$ cat src/rtl/riscv_ctrl_pkg.sv
// Shared encodings for the multicycle RISC-V controller: opcodes, ALU function codes,
// FSM states, instruction classes and the privileged/CSR instruction encodings.
package riscv_ctrl_pkg;

    localparam logic [6:0] RType  = 7'b0110011;
    localparam logic [6:0] IType  = 7'b0010011;
    localparam logic [6:0] LType  = 7'b0000011;
    localparam logic [6:0] IJalr  = 7'b1100111;
    localparam logic [6:0] SType  = 7'b0100011;
    localparam logic [6:0] SBType = 7'b1100011;
    localparam logic [6:0] UJType = 7'b1101111;
    localparam logic [6:0] EType  = 7'b1110011;

    typedef enum logic [3:0] {
        ALU_ADD  = 4'b0000,
        ALU_SLL  = 4'b0001,
        ALU_SLT  = 4'b0010,
        ALU_SLTU = 4'b0011,
        ALU_XOR  = 4'b0100,
        ALU_SRL  = 4'b0101,
        ALU_OR   = 4'b0110,
        ALU_AND  = 4'b0111,
        ALU_SUB  = 4'b1000,
        ALU_SRA  = 4'b1101
    } alu_op_t;

    typedef enum logic [1:0] {
        S_FETCH = 2'd0,
        S_EXEC  = 2'd1,
        S_MEM   = 2'd2,
        S_TRAP  = 2'd3
    } ctrl_state_t;

    typedef enum logic [3:0] {
        CL_NONE,
        CL_ALU,
        CL_LOAD,
        CL_STORE,
        CL_BRANCH,
        CL_JAL,
        CL_JALR,
        CL_ECALL,
        CL_MRET,
        CL_CSRR
    } instr_class_t;

    localparam logic [31:0] INSN_ECALL = 32'h0000_0073;
    localparam logic [31:0] INSN_MRET  = 32'h3020_0073;
    localparam logic [11:0] CSR_SEPC   = 12'h141;
    localparam logic [2:0]  F3_CSRRS   = 3'b010;

endpackage

$ cat src/rtl/riscv_decode.sv
// Combinational decode of the latched instruction into immediate, ALU function,
// operand-B select and an instruction class for the sequencing FSM.
module riscv_decode
    import riscv_ctrl_pkg::*;
#(
    parameter int NBITS      = 8,
    parameter int WIDTH_ALUF = 4
) (
    input  logic [31:0]           instr,
    output logic [NBITS-1:0]      imm,
    output logic [WIDTH_ALUF-1:0] alu_ctrl,
    output logic                  alu_src,
    output instr_class_t          cls
);

    logic [6:0]  opcode;
    logic [2:0]  funct3;
    logic [31:0] imm_ext;
    logic [3:0]  alu_code;

    always_comb begin
        opcode   = instr[6:0];
        funct3   = instr[14:12];
        imm_ext  = '0;
        alu_code = ALU_ADD;
        alu_src  = 1'b0;
        cls      = CL_NONE;
        unique case (opcode)
            RType: begin
                cls      = CL_ALU;
                alu_code = {instr[30], funct3};
            end
            IType: begin
                cls      = CL_ALU;
                alu_src  = 1'b1;
                imm_ext  = {{20{instr[31]}}, instr[31:20]};
                // funct7[5] only selects SRAI; for other I-types those bits are immediate
                alu_code = {(funct3 == 3'b101) ? instr[30] : 1'b0, funct3};
            end
            LType: begin
                cls     = CL_LOAD;
                alu_src = 1'b1;
                imm_ext = {{20{instr[31]}}, instr[31:20]};
            end
            IJalr: begin
                cls     = CL_JALR;
                alu_src = 1'b1;
                imm_ext = {{20{instr[31]}}, instr[31:20]};
            end
            SType: begin
                cls     = CL_STORE;
                alu_src = 1'b1;
                imm_ext = {{20{instr[31]}}, instr[31:25], instr[11:7]};
            end
            SBType: begin
                cls      = CL_BRANCH;
                alu_code = ALU_SUB;
                imm_ext  = {{20{instr[31]}}, instr[7], instr[30:25], instr[11:8], 1'b0};
            end
            UJType: begin
                cls     = CL_JAL;
                imm_ext = {{12{instr[31]}}, instr[19:12], instr[20], instr[30:21], 1'b0};
            end
            EType: begin
                if (instr == INSN_ECALL)
                    cls = CL_ECALL;
                else if (instr == INSN_MRET)
                    cls = CL_MRET;
                else if (funct3 == F3_CSRRS && instr[31:20] == CSR_SEPC && instr[19:15] == 5'd0)
                    cls = CL_CSRR;
            end
            default: ;
        endcase
        imm      = NBITS'(imm_ext);
        alu_ctrl = WIDTH_ALUF'(alu_code);
    end

endmodule

$ cat src/rtl/riscv_mc_controller.sv
// Multicycle RISC-V control unit: fetch/execute/memory sequencing, branch resolution,
// and a single-level interrupt/ECALL trap with sepc save and MRET return.
//
// state   | meaning
// S_FETCH | request instruction, latch it on imem_ready
// S_EXEC  | decode, strobe datapath, update pc (non-memory ops)
// S_MEM   | hold data strobe until !busy, then update pc
// S_TRAP  | sepc <= pc (already the return pc), pc <= TRAP_VECTOR
module riscv_mc_controller
    import riscv_ctrl_pkg::*;
#(
    parameter int          NBITS        = 8,
    parameter int          NREGS        = 32,
    parameter int          WIDTH_ALUF   = 4,
    parameter logic [31:0] RESET_VECTOR = 32'h0,
    parameter logic [31:0] TRAP_VECTOR  = 32'h80
) (
    input  logic                     clock,
    input  logic                     reset,
    output logic [NBITS-1:0]         imem_addr,
    output logic                     imem_req,
    input  logic                     imem_ready,
    input  logic [31:0]              imem_rdata,
    output logic [$clog2(NREGS)-1:0] RS1,
    output logic [$clog2(NREGS)-1:0] RS2,
    output logic [$clog2(NREGS)-1:0] RD,
    output logic [NBITS-1:0]         IMM,
    output logic                     ALUSrc,
    output logic [WIDTH_ALUF-1:0]    ALUControl,
    output logic                     RegWrite,
    output logic                     MemtoReg,
    output logic                     MemRead,
    output logic                     MemWrite,
    output logic                     link,
    output logic [NBITS-1:0]         pclink,
    input  logic                     busy,
    input  logic                     Zero,
    input  logic                     Neg,
    input  logic                     Carry,
    input  logic [NBITS-1:0]         PCReg,
    input  logic                     interrupt,
    output logic [NBITS-1:0]         pc
);

    localparam int RW = $clog2(NREGS);

    ctrl_state_t  state, state_next;
    instr_class_t cls;
    logic [31:0]      instr;
    logic [NBITS-1:0] pc_next, pc_plus4, sepc;
    logic             in_isr, pend, irq_ok, take_irq, clr_isr, br_taken;

    riscv_decode #(.NBITS(NBITS), .WIDTH_ALUF(WIDTH_ALUF)) u_decode (
        .instr    (instr),
        .imm      (IMM),
        .alu_ctrl (ALUControl),
        .alu_src  (ALUSrc),
        .cls      (cls)
    );

    assign RS1       = instr[15 +: RW];
    assign RS2       = instr[20 +: RW];
    assign RD        = instr[7 +: RW];
    assign imem_addr = pc;
    assign pc_plus4  = pc + NBITS'(4);
    assign pclink    = (cls == CL_CSRR) ? sepc : pc_plus4;
    // the live request line counts too, so a pulse during EXEC is not lost
    assign irq_ok    = (pend | interrupt) & ~in_isr;

    always_comb begin
        unique case (instr[14:12])
            3'b000:  br_taken = Zero;
            3'b001:  br_taken = ~Zero;
            3'b100:  br_taken = Neg;
            3'b101:  br_taken = ~Neg;
            3'b110:  br_taken = ~Carry;
            3'b111:  br_taken = Carry;
            default: br_taken = 1'b0;
        endcase
    end

    always_comb begin
        state_next = state;
        pc_next    = pc;
        imem_req   = 1'b0;
        RegWrite   = 1'b0;
        MemtoReg   = 1'b0;
        MemRead    = 1'b0;
        MemWrite   = 1'b0;
        link       = 1'b0;
        take_irq   = 1'b0;
        clr_isr    = 1'b0;
        unique case (state)
            S_FETCH: begin
                imem_req = 1'b1;
                if (imem_ready)
                    state_next = S_EXEC;
            end
            S_EXEC: begin
                pc_next = pc_plus4;
                unique case (cls)
                    CL_ALU:    RegWrite = 1'b1;
                    CL_BRANCH: if (br_taken) pc_next = pc + IMM;
                    CL_JAL: begin
                        RegWrite = 1'b1;
                        link     = 1'b1;
                        pc_next  = pc + IMM;
                    end
                    CL_JALR: begin
                        RegWrite = 1'b1;
                        link     = 1'b1;
                        pc_next  = PCReg & ~NBITS'(1);
                    end
                    CL_CSRR: begin
                        RegWrite = 1'b1;
                        link     = 1'b1;
                    end
                    CL_MRET: begin
                        pc_next = sepc;
                        clr_isr = 1'b1;
                    end
                    default: ;
                endcase
                if (cls == CL_LOAD || cls == CL_STORE) begin
                    pc_next    = pc;
                    state_next = S_MEM;
                end else if (cls == CL_ECALL) begin
                    state_next = S_TRAP;
                end else if (irq_ok) begin
                    take_irq   = 1'b1;
                    state_next = S_TRAP;
                end else begin
                    state_next = S_FETCH;
                end
            end
            S_MEM: begin
                MemRead  = (cls == CL_LOAD);
                MemWrite = (cls == CL_STORE);
                MemtoReg = (cls == CL_LOAD);
                if (!busy) begin
                    RegWrite   = (cls == CL_LOAD);
                    pc_next    = pc_plus4;
                    take_irq   = irq_ok;
                    state_next = irq_ok ? S_TRAP : S_FETCH;
                end
            end
            S_TRAP: begin
                pc_next    = NBITS'(TRAP_VECTOR);
                state_next = S_FETCH;
            end
            default: state_next = S_FETCH;
        endcase
        if (reset) begin
            imem_req = 1'b0;
            RegWrite = 1'b0;
            MemRead  = 1'b0;
            MemWrite = 1'b0;
            link     = 1'b0;
        end
    end

    always_ff @(posedge clock) begin
        if (reset) begin
            state  <= S_FETCH;
            pc     <= NBITS'(RESET_VECTOR);
            sepc   <= '0;
            in_isr <= 1'b0;
            pend   <= 1'b0;
            instr  <= '0;
        end else begin
            state <= state_next;
            pc    <= pc_next;
            if (state == S_FETCH && imem_ready)
                instr <= imem_rdata;
            if (state == S_TRAP) begin
                sepc   <= pc;
                in_isr <= 1'b1;
            end else if (clr_isr) begin
                in_isr <= 1'b0;
            end
            pend <= take_irq ? 1'b0 : (pend | interrupt);
        end
    end

endmodule

$ cat config.mk
export PLATFORM = sky130hd
export DESIGN_NAME = riscv_mc_controller
export DESIGN_NICKNAME = d
export VERILOG_FILES = /design/src/rtl/riscv_ctrl_pkg.sv /design/src/rtl/riscv_decode.sv /design/src/rtl/riscv_mc_controller.sv
export SDC_FILE = /design/constraint.sdc
export NUM_CORES = 1
export LEC_CHECK = 0
export BUFFER_PORTS_ARGS = -buffer_cell sky130_fd_sc_hd__clkbuf_2
export CAP_MARGIN = 5
export CORE_ASPECT_RATIO = 1.75
export CORE_MARGIN = 3
export CORE_UTILIZATION = 56
export CTS_CLUSTER_DIAMETER = 200
export DETAILED_ROUTE_END_ITERATION = 8
export PLACE_DENSITY_LB_ADDON = 0.15
export SYNTH_ARGS = -nofsm -noshare
export SYNTH_HDL_FRONTEND = slang
export SYNTH_SLANG_ARGS = --single-unit
$ cat constraint.sdc
create_clock -name clock -period 4.6 [get_ports clock]
set_input_delay 0.46 -clock clock [delete_from_list [all_inputs] [get_ports clock]]
set_output_delay 0.46 -clock clock [all_outputs]
set_load 0.02 [all_outputs]
# Word-level counts from Yosys, hierarchy flattened
# Index checks and enable logic that the tools add are counted.
word_totals:
  ff_bits: 52
  inputBits: 48
  out_inout_bits: 58
  elab_cells: 106
op_classes:
  add_sub_neg: 2
  eq_ne: 32
  n_mux: 43
  n_bitwise: 6
  reduce_logical: 17
op_table:
  columns: ["op", "n"]
  rows:
  - ["case mux 8 bit (4 select lines)", 2]
  - ["equality test 32 x 30 -> 1 bit, second input constant", 1]
  - ["equality test 32 x 7 -> 1 bit, second input constant", 1]
  - ["2-to-1 mux 8 bit", 4]
  - ["equality test 7 bit, second input constant", 4]
  - ["case mux 4 bit (7 select lines)", 1]
  - ["case mux 8 bit (3 select lines)", 1]
  - ["2-to-1 mux 1 bit", 22]
  - ["equality test 4 x 3 -> 1 bit, second input constant", 4]
  - ["equality test 7 x 6 -> 1 bit, second input constant", 2]
  - ["equality test 12 x 9 -> 1 bit, second input constant", 1]
  - ["equality test 3 bit, second input constant", 4]
  - ["2-to-1 mux 4 bit", 3]
  - ["case mux 4 bit (3 select lines)", 1]
  - ["2-to-1 mux 2 bit", 5]
  - ["adder 8 x 3 -> 8 bit, second input constant", 1]
  - ["adder 8 bit", 1]
  - ["equality test 4 x 2 -> 1 bit, second input constant", 2]
  - ["equality test 4 bit, second input constant", 2]
  - ["case mux 2 bit (4 select lines)", 1]
  - ["OR reduction 4 bit", 2]
  - ["equality test 7 x 2 -> 1 bit, second input constant", 1]
  - ["equality test 7 x 5 -> 1 bit, second input constant", 1]
  - ["!= test 2 bit, second input constant", 3]
  - ["21 further kinds", 30]

# Depth between registers and ports, before layout
depth:
  ltp_word: 12
  mapped_depth: 14
  mapped_depth_nobuf: 13

# By module
# A second synthesis with hierarchy kept.
hier_totals:
  cells_unflattened: 468
  area_unflattened_um2: 3567.2
by_module_without_submodules:
  columns: ["module", "n_inst", "cells_per_inst", "area_each_um2", "seq_area_each_um2"]
  rows:
  - ["riscv_mc_controller", 1, 410, 3183.1, 1041.0]
  - ["riscv_decode", 1, 58, 384.1, 0.0]

# Worst setup path after synthesis
# Ideal clock, no wire load.
synth_path:
  kind: "register to register"
  start: "register instr[3]"
  end: "register pc[7] (netlist: imem_addr[7])"
  setup_ns: 0.069
  t_arrival_ns: 2.973
  t_required_ns: 4.531
  path_slack_ns: 1.558
  stages_incl_launch_ff: 12
  n_path_buf: 0
  period_less_slack_ns: 3.042
  cell_sequence: "dfxtp_1 > and4bb_2 > nand2b_1 > o21ai_0 > a22o_1 > ha_1 > a211oi_1 > o21ai_0 > a21oi_1 > xor3_1 > or4_1 > o21ai_1"
synth_between:
  elab_chain_cells: 8
  word_cells_on_any_way: 30
  classes_between: "1 x add/sub; 17 x eq/ne; 8 x mux; 4 x reduce/logical"
synth_rtl:
  columns: ["element", "line", "text"]
  rows:
  - ["from (decl)", "riscv_mc_controller.sv:49", "logic [31:0] instr;"]
  - ["from (signal assigned)", "riscv_mc_controller.sv:174", "instr <= imem_rdata;"]
  - ["equality test 7 x 2 -> 1 bit, or another cell as far along", "riscv_decode.sv:28", "unique case (opcode)"]
  - ["OR reduction 3 bit (no source line)", null, null]
  - ["case mux 8 bit (4 select lines) *", "riscv_decode.sv:28", null]
  - ["net IMM[1]", "riscv_mc_controller.sv:27", "output logic [NBITS-1:0] IMM,"]
  - ["adder 8 bit *", "riscv_mc_controller.sv:103, riscv_mc_controller.sv:107", null]
  - ["2-to-1 mux 8 bit", "riscv_mc_controller.sv:103", "CL_BRANCH: if (br_taken) pc_next = pc + IMM;"]
  - ["case mux 8 bit (4 select lines) *", "riscv_mc_controller.sv:101", "unique case (cls)"]
  - ["2-to-1 mux 8 bit *", "riscv_mc_controller.sv:124", "if (cls == CL_LOAD || cls == CL_STORE) begin"]
  - ["case mux 8 bit (3 select lines) *", "riscv_mc_controller.sv:93", "unique case (state)"]
  - ["to (signal assigned)", "riscv_mc_controller.sv:165", "pc <= NBITS'(RESET_VECTOR);"]
  - ["to (signal assigned)", "riscv_mc_controller.sv:172", "pc <= pc_next;"]
  - ["to (decl)", "riscv_mc_controller.sv:42", "output logic [NBITS-1:0] pc"]
# Mark *: on every way through the listed nets, which the timed path passes. The rest lies on a longest branch. The select of a mux whose other input is x is not followed.
# A chain may end at the register's enable or synchronous reset.

# Worst setup path after layout
layout_path:
  start: "register instr[3]"
  end: "register pc[7] (netlist: imem_addr[7])"
layout_between:
  elab_chain_cells: 8
  word_cells_on_any_way: 30
  classes_between: "1 x add/sub; 17 x eq/ne; 8 x mux; 4 x reduce/logical"
layout_rtl:
  columns: ["element", "line"]
  rows:
  - ["equality test 7 x 2 -> 1 bit, or another cell as far along", "riscv_decode.sv:28"]
  - ["OR reduction 3 bit (no source line) or 2-to-1 mux 4 bit (tied branches)", null]
  - ["case mux 8 bit (4 select lines) or 2-to-1 mux 4 bit (tied branches)", "riscv_decode.sv:28, riscv_decode.sv:65"]
  - ["adder 8 bit or case mux 4 bit (7 select lines) (tied branches)", "riscv_mc_controller.sv:103, riscv_mc_controller.sv:107, riscv_decode.sv:28"]
  - ["2-to-1 mux 8 bit, or another cell as far along", "riscv_mc_controller.sv:103"]
  - ["case mux 8 bit (4 select lines) or logical OR 1 bit (tied branches)", "riscv_mc_controller.sv:101, riscv_mc_controller.sv:124"]
  - ["2-to-1 mux 8 bit or != test 2 bit (tied branches)", null]
  - ["case mux 8 bit (3 select lines) or AND reduction 3 bit (tied branches)", null]
# Parallel ways exist; a longest one is shown, timed or not. The select of a mux whose other input is x is not followed.

==> summary.md <==
| Metric | Value |
|---|---|
| Outcome | `completed` |
| GR Overflow Total | `0` |
| Largest net degree at the start of global routing | `33` |
| Hold crit path type | `input port to flop` |
| CTS tree | `yes` |
| Setup repair after global routing missed its margin | `false` |
| Fmax | `299 MHz` |
| Clock sink count | `52` |
| Nets | `588` |
| Post-route cell area | `3970 µm²` |
| Async S/R FF share, synth | `0` |
| Post-Place Cell Area | `3850 µm²` |
| Num CTS Buffers | `5` |
| WL per Instance | `16.4 µm` |
| Yosys top cell area share | `0.299` |
| Share of cells above drive strength 1 | `0.247` |
| Slowest stage delay, CP | `0.47 ns` |
| Critical path class | `flop to flop` |
| DR iter-0 viols | `209` |
| Pwr dens | `283 nW/µm²` |
| Slew @ Worst Pin | `1.02 ns` |
| Vert. Die Dim | `110 µm` |
| Final Hold Vio Count | `0` |
| Port bufs | `104` |
| Synth Flop Type | `dfxtp_1` |
| Most frequent cells in the layout | `clkbuf_2, nand2_1, a21oi_1` |
| Die Width | `65.7 µm` |
| Total track usage | `0.285` |
| Crit path DAT | `3.61 ns` |
| Minimum clock period | `3.35 ns` |
| Crit-path max FO | `7` |
| Clk slew on worst S/H paths | `0.11 ns` |
| Slowest CP cell | `or4_1` |
| Skew-Pair Late Insertion Delay | `0.32 ns` |
| Longest Clk Path Bufs | `2` |
| Setup crit start kind | `flop` |
| Final setup TNS | `0 ns` |
| Yosys top cell by area | `dfxtp_1` |
| First-pass GRT wire length | `15700 µm` |
| DRT Pass-1 Iters | `4` |
| Syn Inst Count | `459` |
| Max-capacitance violation count | `0` |
| Commonest non-fill, non-tap cell in the layout | `clkbuf_2` |
| Overall power | `1.12 mW` |
| Initial antenna violation count | `0` |
| Routed WL | `9940 µm` |
| Leak | `1.72 nW` |
| Worst IR Drop VDD | `0.251 mV` |
| HPWL after DPL | `7710 µm` |
| Syn. warnings | `0` |
| Routability congestion estimate | `0.929` |
| Syn nets | `521` |
| DRC | `0` |
| Ant diodes | `0` |
| Synth top area cells | `dfxtp_1, nand2_1, a21oi_1` |
| Synth-to-Final Area Change | `13.7%` |
| Die footprint | `7250 µm²` |
| Number of synthesized register bits | `52` |
| Rel. slew slack | `0.316` |
| Req. time, crit path | `4.86 ns` |
| I/O pins | `106` |
| CTS resizes | `0` |
| Vias per cell | `5.87` |
| Starting Density | `0.584` |
| H-tree levels | `2` |
| Top cell by count, worst path | `o21ai_0` |
| Final-report max-slew violation count | `0` |
| Crit share post-route | `0.728` |
| Core area | `5970 µm²` |
| CTS Hold Bufs | `0` |
| Vias in the first global route | `3314` |
| DR vias | `3554` |
| Clock skew | `0.00797 ns` |
| Setup Fix Bufs, Post-CTS | `0` |
| Critical path, cell by cell | `and4bb_2, nand2b_1, o21ai_0, a22o_1, ha_1, a211oi_1, o21ai_0, a21oi_1, xor3_1, or4_1, o21ai_1` |
| Setup violations, final | `0` |
| Syn_area_per_cell | `7.60 µm²` |
| Synth unique cells | `66` |
| Rows | `37` |
| Post-synthesis sequential area ratio | `0.299` |
| Number of synthesized flops with an enable pin | `0` |
| Critical path endpoint category | `flop` |
| ANT nets after route | `0` |
| CTS root buf | `clkbuf_8` |
| Syn Std Cell Area | `3490 µm²` |
-- cell families after synthesis --
| group | share of synthesized area |
|---|---|
| buffers and inverters | 0.0879 |
| AND/OR/NAND/NOR | 0.287 |
| multiplexers | 0.0388 |
| AO/OA/AOI/OAI | 0.208 |
| flip-flops | 0.299 |
| adder cells (fa/ha/maj) | 0.0524 |
| XOR/XNOR | 0.0269 |
-- final timing paths --
kind                                             start                   endpoint  slack [ns]  cells past startpoint
worst max-delay path             instr[3]$_SDFFE_PP0P_  imem_addr[7]$_SDFFE_PP0P_        1.25                     11
worst min-delay path                     imem_rdata[9]      instr[9]$_SDFFE_PP0P_        0.34                      3
worst max register to register   instr[3]$_SDFFE_PP0P_  imem_addr[7]$_SDFFE_PP0P_        1.25                     11
worst min register to register  instr[25]$_SDFFE_PP0P_     instr[25]$_SDFFE_PP0P_        0.47                      2
-- registers in the layout, indices dropped and copies added, names as in the netlist --
signal,flops
pend,1
sepc,8
in_isr,1
imem_addr,8
instr,32
state,2
-- cell usage after synthesis (all sizes together) (5+ instances only) --
| library cell | count |
|---|---|
| a21oi | 54 |
| a22o | 7 |
| and2 | 7 |
| and3 | 5 |
| buf | 28 |
| clkbuf | 18 |
| dfxtp | 52 |
| ha | 13 |
| inv | 9 |
| mux2i | 9 |
| nand2 | 85 |
| nand3 | 8 |
| nand4 | 5 |
| nor2 | 38 |
| nor2b | 6 |
| nor3 | 8 |
| nor4 | 9 |
| o21ai | 22 |
| or3 | 6 |
| xnor2 | 5 |
-- layout make-up --
cell class                 instances  area, µm²
multi-input combinational        352       2140
fill                             557       2010
sequential                        52       1040
timing repair buffer             106        536
tap                               78       97.6
clock buffer                       5       68.8
clock inverter                     3       50.0
inverter                           9       33.8
-- per-layer routing --
layer | part of all wire | track usage | wire (µm) | up-vias
met4 | 0.038 | 0.131 | 380 | 0
li1 | - | - | - | 1737
met3 | 0.058 | 0.0436 | 573 | 28
met1 | 0.36 | 0.285 | 3580 | 1656
met2 | 0.54 | 0.556 | 5400 | 133
met5 | 0 | 0 | 0 | -
-- power by group --
group	leakage (nW)	total (mW)	switching (mW)	internal, mW
sequential	0.425	0.521	0.0419	0.479
clock	0.0607	0.342	0.173	0.168
combinational	1.23	0.260	0.159	0.100
-- stage by stage --
stage	util	hold WS, ns	setup WS [ns]	instances
finish	0.664	0.340	1.25	605
global route	0.664	0.341	1.01	605
global placement	0.644	0.454	1.29	597
floorplan	-	0.445	1.56	459
detailed placement	0.644	0.459	1.31	597
CTS	0.664	0.335	1.27	605
-- worst max-delay path, delay by kind of cell, from the launching register on --
family	cells	cell delay [ns]
XOR/XNOR	1	0.26
AO/OA/AOI/OAI	6	1.41
AND/OR/NAND/NOR	3	0.99
flip-flops	1	0.37
adder cells (fa/ha/maj)	1	0.27
(Power assumes the default switching activity.)
